==> src/rtl/shared_mem_arbiter.sv <==
// Shares one single-port memory between instruction fetch and data ports; data wins, a streak limit guarantees fetch progress.
// Latency: IDLE sample -> BUSY (>=1 cycle, until mem_ack or watchdog) -> DONE response pulse; minimum 3 cycles.
// Backpressure: requesters hold req until their rvalid pulse; memory stalls by withholding mem_ack, bounded by the watchdog.
module shared_mem_arbiter #(
  parameter int MAX_DATA_STREAK = 4,
  parameter int TIMEOUT_CYCLES  = 64
) (
  input  logic        clk,
  input  logic        rst,
  input  logic        i_req,
  input  logic [31:0] i_addr,
  output logic        i_rvalid,
  output logic [31:0] i_rdata,
  output logic        i_err,
  input  logic        d_req,
  input  logic        d_we,
  input  logic [31:0] d_addr,
  input  logic [31:0] d_wdata,
  output logic        d_rvalid,
  output logic [31:0] d_rdata,
  output logic        d_err,
  output logic        mem_req,
  output logic        mem_we,
  output logic [31:0] mem_addr,
  output logic [31:0] mem_wdata,
  input  logic        mem_ack,
  input  logic [31:0] mem_rdata,
  output logic        busy,
  output logic        timeout_flag
);

  typedef enum logic [1:0] {
    S_IDLE   = 2'd0,
    S_BUSY_I = 2'd1,
    S_BUSY_D = 2'd2,
    S_DONE   = 2'd3
  } state_t;

  // Watchdog wide enough to hold TIMEOUT_CYCLES; a zero timeout keeps a 1-bit counter that never fires.
  localparam int             WDW        = $clog2(TIMEOUT_CYCLES + 2);
  localparam logic [WDW-1:0] WD_LAST    = WDW'(TIMEOUT_CYCLES - 1);
  localparam logic           WD_EN      = (TIMEOUT_CYCLES != 0);
  localparam logic [3:0]     STREAK_MAX = 4'(MAX_DATA_STREAK);

  state_t         state_q;
  logic [3:0]     streak_q;
  logic [WDW-1:0] wdog_q;

  logic        i_rvalid_q, i_err_q, d_rvalid_q, d_err_q;
  logic [31:0] i_rdata_q, d_rdata_q;
  logic        mem_req_q, mem_we_q;
  logic [31:0] mem_addr_q, mem_wdata_q;
  logic        busy_q, timeout_flag_q;

  logic        gnt_d_d, gnt_i_d;
  logic [3:0]  streak_d;
  logic        wdog_fire_d;

  // Arbitration decision and next streak value, only consumed while IDLE.
  always_comb begin
    gnt_d_d  = 1'b0;
    gnt_i_d  = 1'b0;
    streak_d = streak_q;
    if (d_req && !(i_req && (streak_q == STREAK_MAX))) begin
      gnt_d_d = 1'b1;
    end else if (i_req) begin
      gnt_i_d = 1'b1;
    end
    if (gnt_d_d) begin
      if (!i_req) begin
        streak_d = 4'd0;
      end else if (streak_q == STREAK_MAX) begin
        streak_d = STREAK_MAX;
      end else begin
        streak_d = streak_q + 4'd1;
      end
    end else if (gnt_i_d) begin
      streak_d = 4'd0;
    end
  end

  // Watchdog fires on the last permitted BUSY cycle; mem_ack in that same cycle still wins.
  assign wdog_fire_d = WD_EN && (wdog_q == WD_LAST);

  // Main sequencer: grant in IDLE, hold the memory transaction in BUSY, pulse the response in DONE.
  always_ff @(posedge clk or negedge rst) begin
    if (!rst) begin
      state_q        <= S_IDLE;
      streak_q       <= 4'd0;
      wdog_q         <= '0;
      i_rvalid_q     <= 1'b0;
      i_rdata_q      <= 32'd0;
      i_err_q        <= 1'b0;
      d_rvalid_q     <= 1'b0;
      d_rdata_q      <= 32'd0;
      d_err_q        <= 1'b0;
      mem_req_q      <= 1'b0;
      mem_we_q       <= 1'b0;
      mem_addr_q     <= 32'd0;
      mem_wdata_q    <= 32'd0;
      busy_q         <= 1'b0;
      timeout_flag_q <= 1'b0;
    end else begin
      case (state_q)
        S_IDLE: begin
          if (gnt_d_d || gnt_i_d) begin
            streak_q  <= streak_d;
            wdog_q    <= '0;
            mem_req_q <= 1'b1;
            busy_q    <= 1'b1;
            if (gnt_d_d) begin
              state_q     <= S_BUSY_D;
              mem_we_q    <= d_we;
              mem_addr_q  <= d_addr;
              mem_wdata_q <= d_wdata;
            end else begin
              state_q     <= S_BUSY_I;
              mem_we_q    <= 1'b0;
              mem_addr_q  <= i_addr;
              mem_wdata_q <= 32'd0;
            end
          end
        end
        S_BUSY_I, S_BUSY_D: begin
          if (mem_ack || wdog_fire_d) begin
            state_q   <= S_DONE;
            mem_req_q <= 1'b0;
            if (!mem_ack) begin
              timeout_flag_q <= 1'b1;
            end
            if (state_q == S_BUSY_D) begin
              d_rvalid_q <= 1'b1;
              d_err_q    <= !mem_ack;
              d_rdata_q  <= (mem_ack && !mem_we_q) ? mem_rdata : 32'd0;
            end else begin
              i_rvalid_q <= 1'b1;
              i_err_q    <= !mem_ack;
              i_rdata_q  <= mem_ack ? mem_rdata : 32'd0;
            end
          end else begin
            wdog_q <= wdog_q + WDW'(1);
          end
        end
        S_DONE: begin
          state_q    <= S_IDLE;
          busy_q     <= 1'b0;
          i_rvalid_q <= 1'b0;
          d_rvalid_q <= 1'b0;
        end
        default: begin
          state_q <= S_IDLE;
          busy_q  <= 1'b0;
        end
      endcase
    end
  end

  assign i_rvalid     = i_rvalid_q;
  assign i_rdata      = i_rdata_q;
  assign i_err        = i_err_q;
  assign d_rvalid     = d_rvalid_q;
  assign d_rdata      = d_rdata_q;
  assign d_err        = d_err_q;
  assign mem_req      = mem_req_q;
  assign mem_we       = mem_we_q;
  assign mem_addr     = mem_addr_q;
  assign mem_wdata    = mem_wdata_q;
  assign busy         = busy_q;
  assign timeout_flag = timeout_flag_q;

endmodule

==> config.mk <==
export PLATFORM = sky130hd
export DESIGN_NAME = shared_mem_arbiter
export DESIGN_NICKNAME = d
export VERILOG_FILES = /design/src/rtl/shared_mem_arbiter.sv
export SDC_FILE = /design/constraint.sdc
export NUM_CORES = 1
export LEC_CHECK = 0
export ABC_AREA = 1
export BUFFER_PORTS_ARGS = -buffer_cell sky130_fd_sc_hd__buf_2
export CAP_MARGIN = 20
export CORE_MARGIN = 8
export CORE_UTILIZATION = 25
export DETAILED_ROUTE_END_ITERATION = 10
export HOLD_SLACK_MARGIN = 0.02
export MAX_ROUTING_LAYER = met4
export SYNTH_ARGS = -nofsm -noshare
export SYNTH_HDL_FRONTEND = slang
export SYNTH_SLANG_ARGS = --single-unit
==> constraint.sdc <==
create_clock -name clk -period 2.4 [get_ports clk]
set_input_delay 0.36 -clock clk [delete_from_list [all_inputs] [get_ports clk]]
set_output_delay 0.36 -clock clk [all_outputs]
set_load 0.01 [all_outputs]
# == Word level (Yosys, flattened, before mapping) ==
# Cells that the tools add are included.
# classes
n_eq_ne,10
bitwise,2
n_reduce_logical,25
mux,29
add_sub_neg,2
# ops
operator,n
$mux W32,4
$reduce_and A3 Y1,8
$mux W4,4
$mux W7,2
$pmux W7 S2,1
$mux W1,10
$ne A2 B2 Y1 const B,5
$pmux W1 S2,4
$reduce_bool A2 Y1,4
$add A7 B1 Y7 const B,1
$eq A7 B6 Y1 const B,1
$mux W2,3
$pmux W2 S3,1
$reduce_and A2 Y1,3
$add A4 B1 Y4 const B,1
$eq A2 B2 Y1 const B,2
$eq A4 B3 Y1 const B,1
$logic_and A1 B1 Y1,3
$logic_not A1 Y1,3
$eq A2 B1 Y1 const B,1
$logic_not A2 Y1,1
$logic_or A1 B1 Y1,2
$not A1 Y1,2
$reduce_or A2 Y1,1
# word_totals
output_inout_bits,136
inputBits,134
ff_bits,149

# == Logic depth before layout (Yosys ltp) ==
# Gate-level depths: netlist of run 1.
# depth
ltp_word,8
mapped_depth,10
depth_no_buf,9

# == Worst setup path before layout of run 1 ==
# No wires, ideal clock.
# synth_path
kind,register to register
from,register state_q[1]
to,register wdog_q[5]
arrival_time_ps,1487
period_less_slack_ps,1553
path_stages_with_launch,10
required_time_ps,2335
setup_slack_ps,847
cell_sequence,dfrtp_1 > inv_1 > ha_1 > buf_4 > inv_1 > nor2_1 > nand2_1 > nor2_1 > nand2_1 > nand2_1
# synth_between
elab_chain_cells,4
word_cells_on_any_way,9
classes_between,eq/ne: 4; mux: 1; reduce/logical: 4
# synth_lines
item,line,rtl
"start, declared",45,state_t state_q;
"start signal, assigned",88,state_q <= S_IDLE;
"start signal, assigned",112,state_q <= S_BUSY_D;
"start signal, assigned",117,state_q <= S_BUSY_I;
$eq A2 B2 Y1 / $eq A2 B1 Y1 (equally long branches),104,case (state_q)
$reduce_or A2 Y1,104,
$ne A2 B2 Y1 (no source line) / $reduce_bool A2 Y1 (equally long branches),n/a,
$reduce_and A3 Y1 (no source line),n/a,
"end signal, assigned",141,wdog_q <= wdog_q + WDW'(1);
"end, declared",47,logic [WDW-1:0] wdog_q;
# Several ways; a longest one is shown, not always the timed one.
# A chain may end at the register's enable or synchronous reset.

# == Final worst setup path of run 1 ==
# layout_path
from,register state_q[1]
to,register wdog_q[3]
# The elaborated chain is that of the path after synthesis.

==> impl_metrics.json, run 1 <==
{
  "timing.final.crit_share_pct": 83.0,
  "die-width_um": 184,
  "rsz0062_at_grt": "no",
  "total_iterations_of_the_first_detailed_routing_run": 5,
  "grt_remaining_overflow": 0,
  "final-instance-count-excl-fill": 1519,
  "critical_path.cell_chain": "inv_1 -> ha_1 -> buf_4 -> o21ai_0 -> nor2_1 -> nand2_1 -> nand2_1",
  "syn-mean-instance-area_um2": 8.03,
  "setup_violations": 0,
  "post-place-ws_ps": 370,
  "path_clk_slew_ps": 60,
  "place_hpwl_mm": 16.4,
  "status": "completed",
  "fin_ws_ps": 407,
  "netlist_area_um2": 7040,
  "detail_route.vias_per_cell": 4.35,
  "detailedRoute.firstIterationViolations": 306,
  "cts_buffers": 17,
  "cts-root-buf": "clkbuf_16",
  "initial_antenna_violation_count": 3,
  "synth_seq_area_share_pct": 53.0,
  "grt_first_pass_wirelength_mm": 36.8,
  "detailroute.via_count": 6606,
  "drt-wirelength-per-cell_um": 15.2,
  "remaining_drc_errors": 0,
  "post_cts_resized": 0,
  "critPathKind": "reg2reg",
  "yosys_warnings": 0,
  "p_leak_nw": 5.30,
  "critPathMaxFanout": 43,
  "pin_count_of_the_biggest_net_entering_global_routing": 71,
  "critical-path-slowest-cell": "buf_4",
  "placeableCoreArea_um2": 27800,
  "min_period_ps": 1990,
  "timing.setup.tns_ps": 0,
  "clock.fmax_mhz": 502,
  "cts-htree-levels": 4,
  "die_boundary_height_um": 184,
  "worstSkewPairLatency_ps": 420,
  "wire_length_reported_by_the_detailed_router_mm": 23.1,
  "global_route.usage.total_pct": 14.1,
  "layout.core_utilization_pct": 33.5,
  "tightestPinTransition_ps": 765,
  "row_count": 61,
  "critical_path.most_common_cell": "nand2_1",
  "cap_violations": 0,
  "io_pins": 270,
  "setup.worst_path.end_class": "flip-flop",
  "first_global_vias": 6854,
  "port_buffers": 269,
  "fin_skew_ps": 15.6,
  "layout-drive-gt1-share_pct": 28.6,
  "clockBufferDepth": 2,
  "mappedNetlistNets": 1016,
  "worstSetupStartpointType": "flip-flop",
  "cts_tree": "yes",
  "total_placed_instance_area_um2": 8740,
  "drv_slew": 0,
  "antenna_violating_nets_post_route": 0,
  "finalHoldViolations": 0,
  "crit_required_ps": 2750,
  "synth_seq_cells": 149,
  "power.density_nw_per_um2": 1230,
  "gp_congestion": 0.804,
  "cts_num_sinks": 149,
  "post_synth_num_cell_types": 27,
  "initial_core_util_pct": 25.3,
  "syn_inst": 876,
  "class_of_the_tightest_hold_or_removal_check": "in2reg",
  "worst_path_largest_cell_delay_ps": 420,
  "dpl.cell_count": 1483,
  "finalInstanceArea_um2": 9310,
  "arrival_ps": 2340,
  "layout.nets": 1265,
  "fp.dieArea_um2": 33800,
  "area_growth_pct": 32.4,
  "power.ir.vdd_worst_mv": 0.471,
  "slew-limit-headroom_pct": 49.0
}
path summary, 6_finish.rpt:
check	cells after the start	startpoint	slack (ps)	to
worst max-delay path	7	state_q[1]	410	wdog_q[3]
worst min-delay path	3	d_wdata[28]	180	mem_wdata[28]
worst max register to register	7	state_q[1]	410	wdog_q[3]
worst min register to register	2	i_rdata[26]	460	i_rdata[26]
max in group asynchronous	3	rst	1320	mem_addr[0]
min in group asynchronous	2	rst	440	i_rdata[27]
power by group:
| part | switching, mW | leakage [nW] | internal, mW |
|---|---|---|---|
| Sequential | 0.552 | 1.91 | 3.51 |
| Combinational | 3.16 | 3.12 | 1.67 |
| Clock | 1.09 | 0.269 | 1.46 |
| Total | 4.80 | 5.30 | 6.65 |
metrics by stage:
stage                     power, mW  hold WS (ps)
after floorplan                6.99          64.4
final                          11.4           180
after global placement         8.92           335
after global routing           12.5           152
after CTS                      11.7           150
after detailed placement       9.02           335
flip-flops by register name, summed over array words and instances (netlist names), 2 cells and up:
name       cells
d_rdata       32
i_rdata       32
mem_addr      32
mem_wdata     32
state_q        2
streak_q       4
wdog_q         7
layout make-up:
class / instances / area [µm²]
sequential: 149 / 3730
timing repair buffer: 287 / 1540
inverter: 86 / 323
clock inverter: 10 / 100
clock buffer: 22 / 454
multi-input combinational: 584 / 2690
antenna: 3 / 7.51
fill: 3051 / 18500
tap: 378 / 473
kinds of logic after synthesis:
logic type	after synthesis	share of synthesized area, %
adder cells (fa/ha/maj)	6	1.07
buffers and inverters	143	8.87
flip-flops	149	53.0
AO/OA/AOI/OAI	46	3.54
XOR/XNOR	5	0.622
AND/OR/NAND/NOR	527	32.9
per-layer routing:
metal  track usage [%]  part of all wire [%]
met3              4.66                   8.3
met4              3.61                   1.2
met5                 -                     0
met1              18.0                    46
met2              21.1                    45
worst max-delay path: cells and delay by family, from the launching register on:
family / cells / cell delay [ps]
buffers and inverters: 2 / 480
DFF: 1 / 390
and+or+nand+nor: 3 / 600
AOI/OAI and AO/OA: 1 / 170
adders and majority gates: 1 / 290
timing repair:
| action | CTS | global route |
|---|---|---|
| buffers inserted | 0 | 0 |
| hold buffers | 1 | 0 |
| endpoints found under the hold margin | 43 | 0 |
Yosys cell counts, drive strengths merged:
| master | number | area [µm²] |
|---|---|---|
| nand2 | 339 | 1280 |
| dfrtp | 149 | 3730 |
| inv | 86 | 323 |
| nand3 | 74 | 380 |
| nor2 | 43 | 164 |
| o21ai | 40 | 200 |
| nand4 | 37 | 238 |
| buf | 35 | 218 |
| nand3b | 34 | 255 |
| clkbuf | 22 | 83.8 |
| ha | 6 | 75.1 |
| xor2 | 4 | 35.0 |
| o22ai | 3 | 18.8 |
| a21oi | 2 | 21.3 |
| a31o | 1 | 8.76 |
| xnor2 | 1 | 8.76 |
cells in the final DEF, fill, tap and decap left out, drive strengths merged, types with 22 or more instances in the layout:
cell type	netlist	layout
buf	35	286
clkbuf	22	22
dfrtp	149	149
inv	86	88
nand2	339	339
nand3	74	74
nand3b	34	34
nand4	37	37
nor2	43	43
o21ai	40	40
No activity file was read; power rests on OpenSTA's default activity.
==> run 2: changes to the inputs <==
==> constraint.sdc (replaced) <==
create_clock -name clk -period 1.9 [get_ports clk]
set_input_delay 0.285 -clock clk [delete_from_list [all_inputs] [get_ports clk]]
set_output_delay 0.285 -clock clk [all_outputs]
set_load 0.01 [all_outputs]
==> impl_metrics.json, run 2 (synthesis results as in run 1) <==
{
  "hold_path_cell_cnt": 3,
  "dr.max_layer_used": "met4",
  "cap_violations": 0,
  "layout.cells.most_common_list": "336 x nand2_1, 268 x buf_2, 149 x dfrtp_1, 84 x inv_1, 72 x nand3_1",
  "area_growth_pct": 33.6,
  "mostFrequentLayoutCell": "nand2_1",
  "slew-limit-headroom_pct": 72.2,
  "worstSetupStartpointType": "flip-flop",
  "setup.worst_path.end_class": "flip-flop",
  "power.ir.vdd_worst_mv": 0.815,
  "clock.fmax_mhz": 595,
  "gp_congestion": 0.787,
  "detailedRoute.firstIterationViolations": 527,
  "detailroute.via_count": 6659,
  "detail_route.vias_per_cell": 4.37,
  "power.density_nw_per_um2": 1570,
  "critPathMaxFanout": 63,
  "end_point_of_the_most_critical_hold_path": "mem_wdata[21]",
  "layout.nets": 1270,
  "initial_antenna_violation_count": 3,
  "place_hpwl_mm": 16.8,
  "hold_ws_ps": 101,
  "wire_length_reported_by_the_detailed_router_mm": 23.3,
  "critPathKind": "reg2reg",
  "arrival_ps": 1970,
  "cts_buffers": 17,
  "p_leak_nw": 5.34,
  "pin_count_of_the_biggest_net_entering_global_routing": 64,
  "die-width_um": 184,
  "cts-htree-levels": 4,
  "layout-drive-gt1-share_pct": 29.2,
  "grt_first_pass_wirelength_mm": 37.6,
  "total_iterations_of_the_first_detailed_routing_run": 7,
  "initial_core_util_pct": 25.3,
  "drt-wirelength-per-cell_um": 15.3,
  "class_of_the_tightest_hold_or_removal_check": "in2reg",
  "final-instance-count-excl-fill": 1523,
  "timing.final.crit_share_pct": 88.5,
  "detailroute.wirelength.met2_mm": 10.2,
  "regToRegSetupSlack_ps": 220,
  "min_period_ps": 1680,
  "fp.dieArea_um2": 33800,
  "timing.rr.end": "mem_wdata[22]",
  "first_global_vias": 6942,
  "antenna_violating_nets_post_route": 0,
  "post-place-ws_ps": 171,
  "crit_required_ps": 2190,
  "io_pins": 270,
  "die_boundary_height_um": 184,
  "dpl.cell_count": 1488,
  "timing.setup.tns_ps": 0,
  "timing.reg2reg.worst_path_depth": 8,
  "cts_num_sinks": 149,
  "clockBufferDepth": 2,
  "fin_skew_ps": 12.6,
  "nFillCells": 3015,
  "dr_wl_met3_mm": 2.00,
  "global_route.usage.total_pct": 14.3,
  "status": "completed",
  "fin_ws_ps": 219,
  "cts-root-buf": "clkbuf_16",
  "worstSkewPairLatency_ps": 430,
  "cts_tree": "yes",
  "rsz0062_at_grt": "no",
  "placeableCoreArea_um2": 27800,
  "tightestPinTransition_ps": 416,
  "setup_violations": 0,
  "worst_r2r_startpoint": "state_q[0]",
  "row_count": 61,
  "path_clk_slew_ps": 70,
  "grt_remaining_overflow": 0,
  "finalHoldViolations": 0,
  "drt-met1-wl_mm": 10.8,
  "worstHoldStart": "d_wdata[21]",
  "postCtsSetupBuffers": 0,
  "port_buffers": 269,
  "drv_slew": 0,
  "remaining_drc_errors": 0
}
[run 2: repair_timing]
action	CTS	global route
setup endpoints to repair	0	19
hold buffers	1	0
hold endpoints to repair	33	0
resized for setup	0	2
[run 2: stage by stage]
step / power, mW / area (µm²) / util [%]
global route: 16.0 / 9400 / 33.8
finish: 14.7 / 9400 / 33.8
CTS: 14.9 / 9380 / 33.8
global placement: 11.5 / 8820 / 31.7
floorplan: 8.83 / 7040 / -
detailed placement: 11.6 / 8820 / 31.7
[run 2: area by class of cell]
cell class / instances / area, µm² / share of cell area, %
sequential: 149 / 3730 / 39.7
multi-input combinational: 584 / 2700 / 28.7
timing repair buffer: 292 / 1620 / 17.2
tap: 378 / 473 / 5.03
clock buffer: 18 / 429 / 4.56
inverter: 86 / 323 / 3.43
clock inverter: 13 / 126 / 1.34
antenna: 3 / 7.51 / 0.0799
[run 2: how the worst max path moves through the flow]
stage,cells past startpoint,slack [ps],startpoint,endpoint
floorplan,9,350,state_q[1],wdog_q[5]
global placement,9,240,wdog_q[0],i_rdata[31]
detailed placement,9,170,wdog_q[0],i_rdata[13]
CTS,9,160,wdog_q[0],i_rdata[13]
global route,7,30,state_q[0],mem_wdata[23]
finish,8,220,state_q[0],mem_wdata[22]
[run 2: metal layers]
| layer | vias up | global-route usage [%] |
|---|---|---|
| li1 | 3270 | - |
| met1 | 3107 | 18.6 |
| met2 | 269 | 21.2 |
| met3 | 13 | 4.45 |
| met4 | 0 | 3.52 |
| met5 | - | - |
[run 2: worst max-delay path, stage by stage, from the launching register on]
cell     delay [ps]
dfrtp_1         400
inv_1            90
ha_1            260
inv_1           120
a21oi_4         190
inv_2           100
buf_12          220
nand2_1          80
o21ai_0          80
[run 2: where the power goes]
| group | internal, mW | leakage [nW] | switching (mW) | total (mW) |
|---|---|---|---|---|
| Clock | 1.82 | 0.265 | 1.47 | 3.28 |
| Sequential | 4.43 | 1.91 | 0.722 | 5.15 |
| Combinational | 2.25 | 3.16 | 4.03 | 6.28 |
| Total | 8.50 | 5.34 | 6.22 | 14.7 |
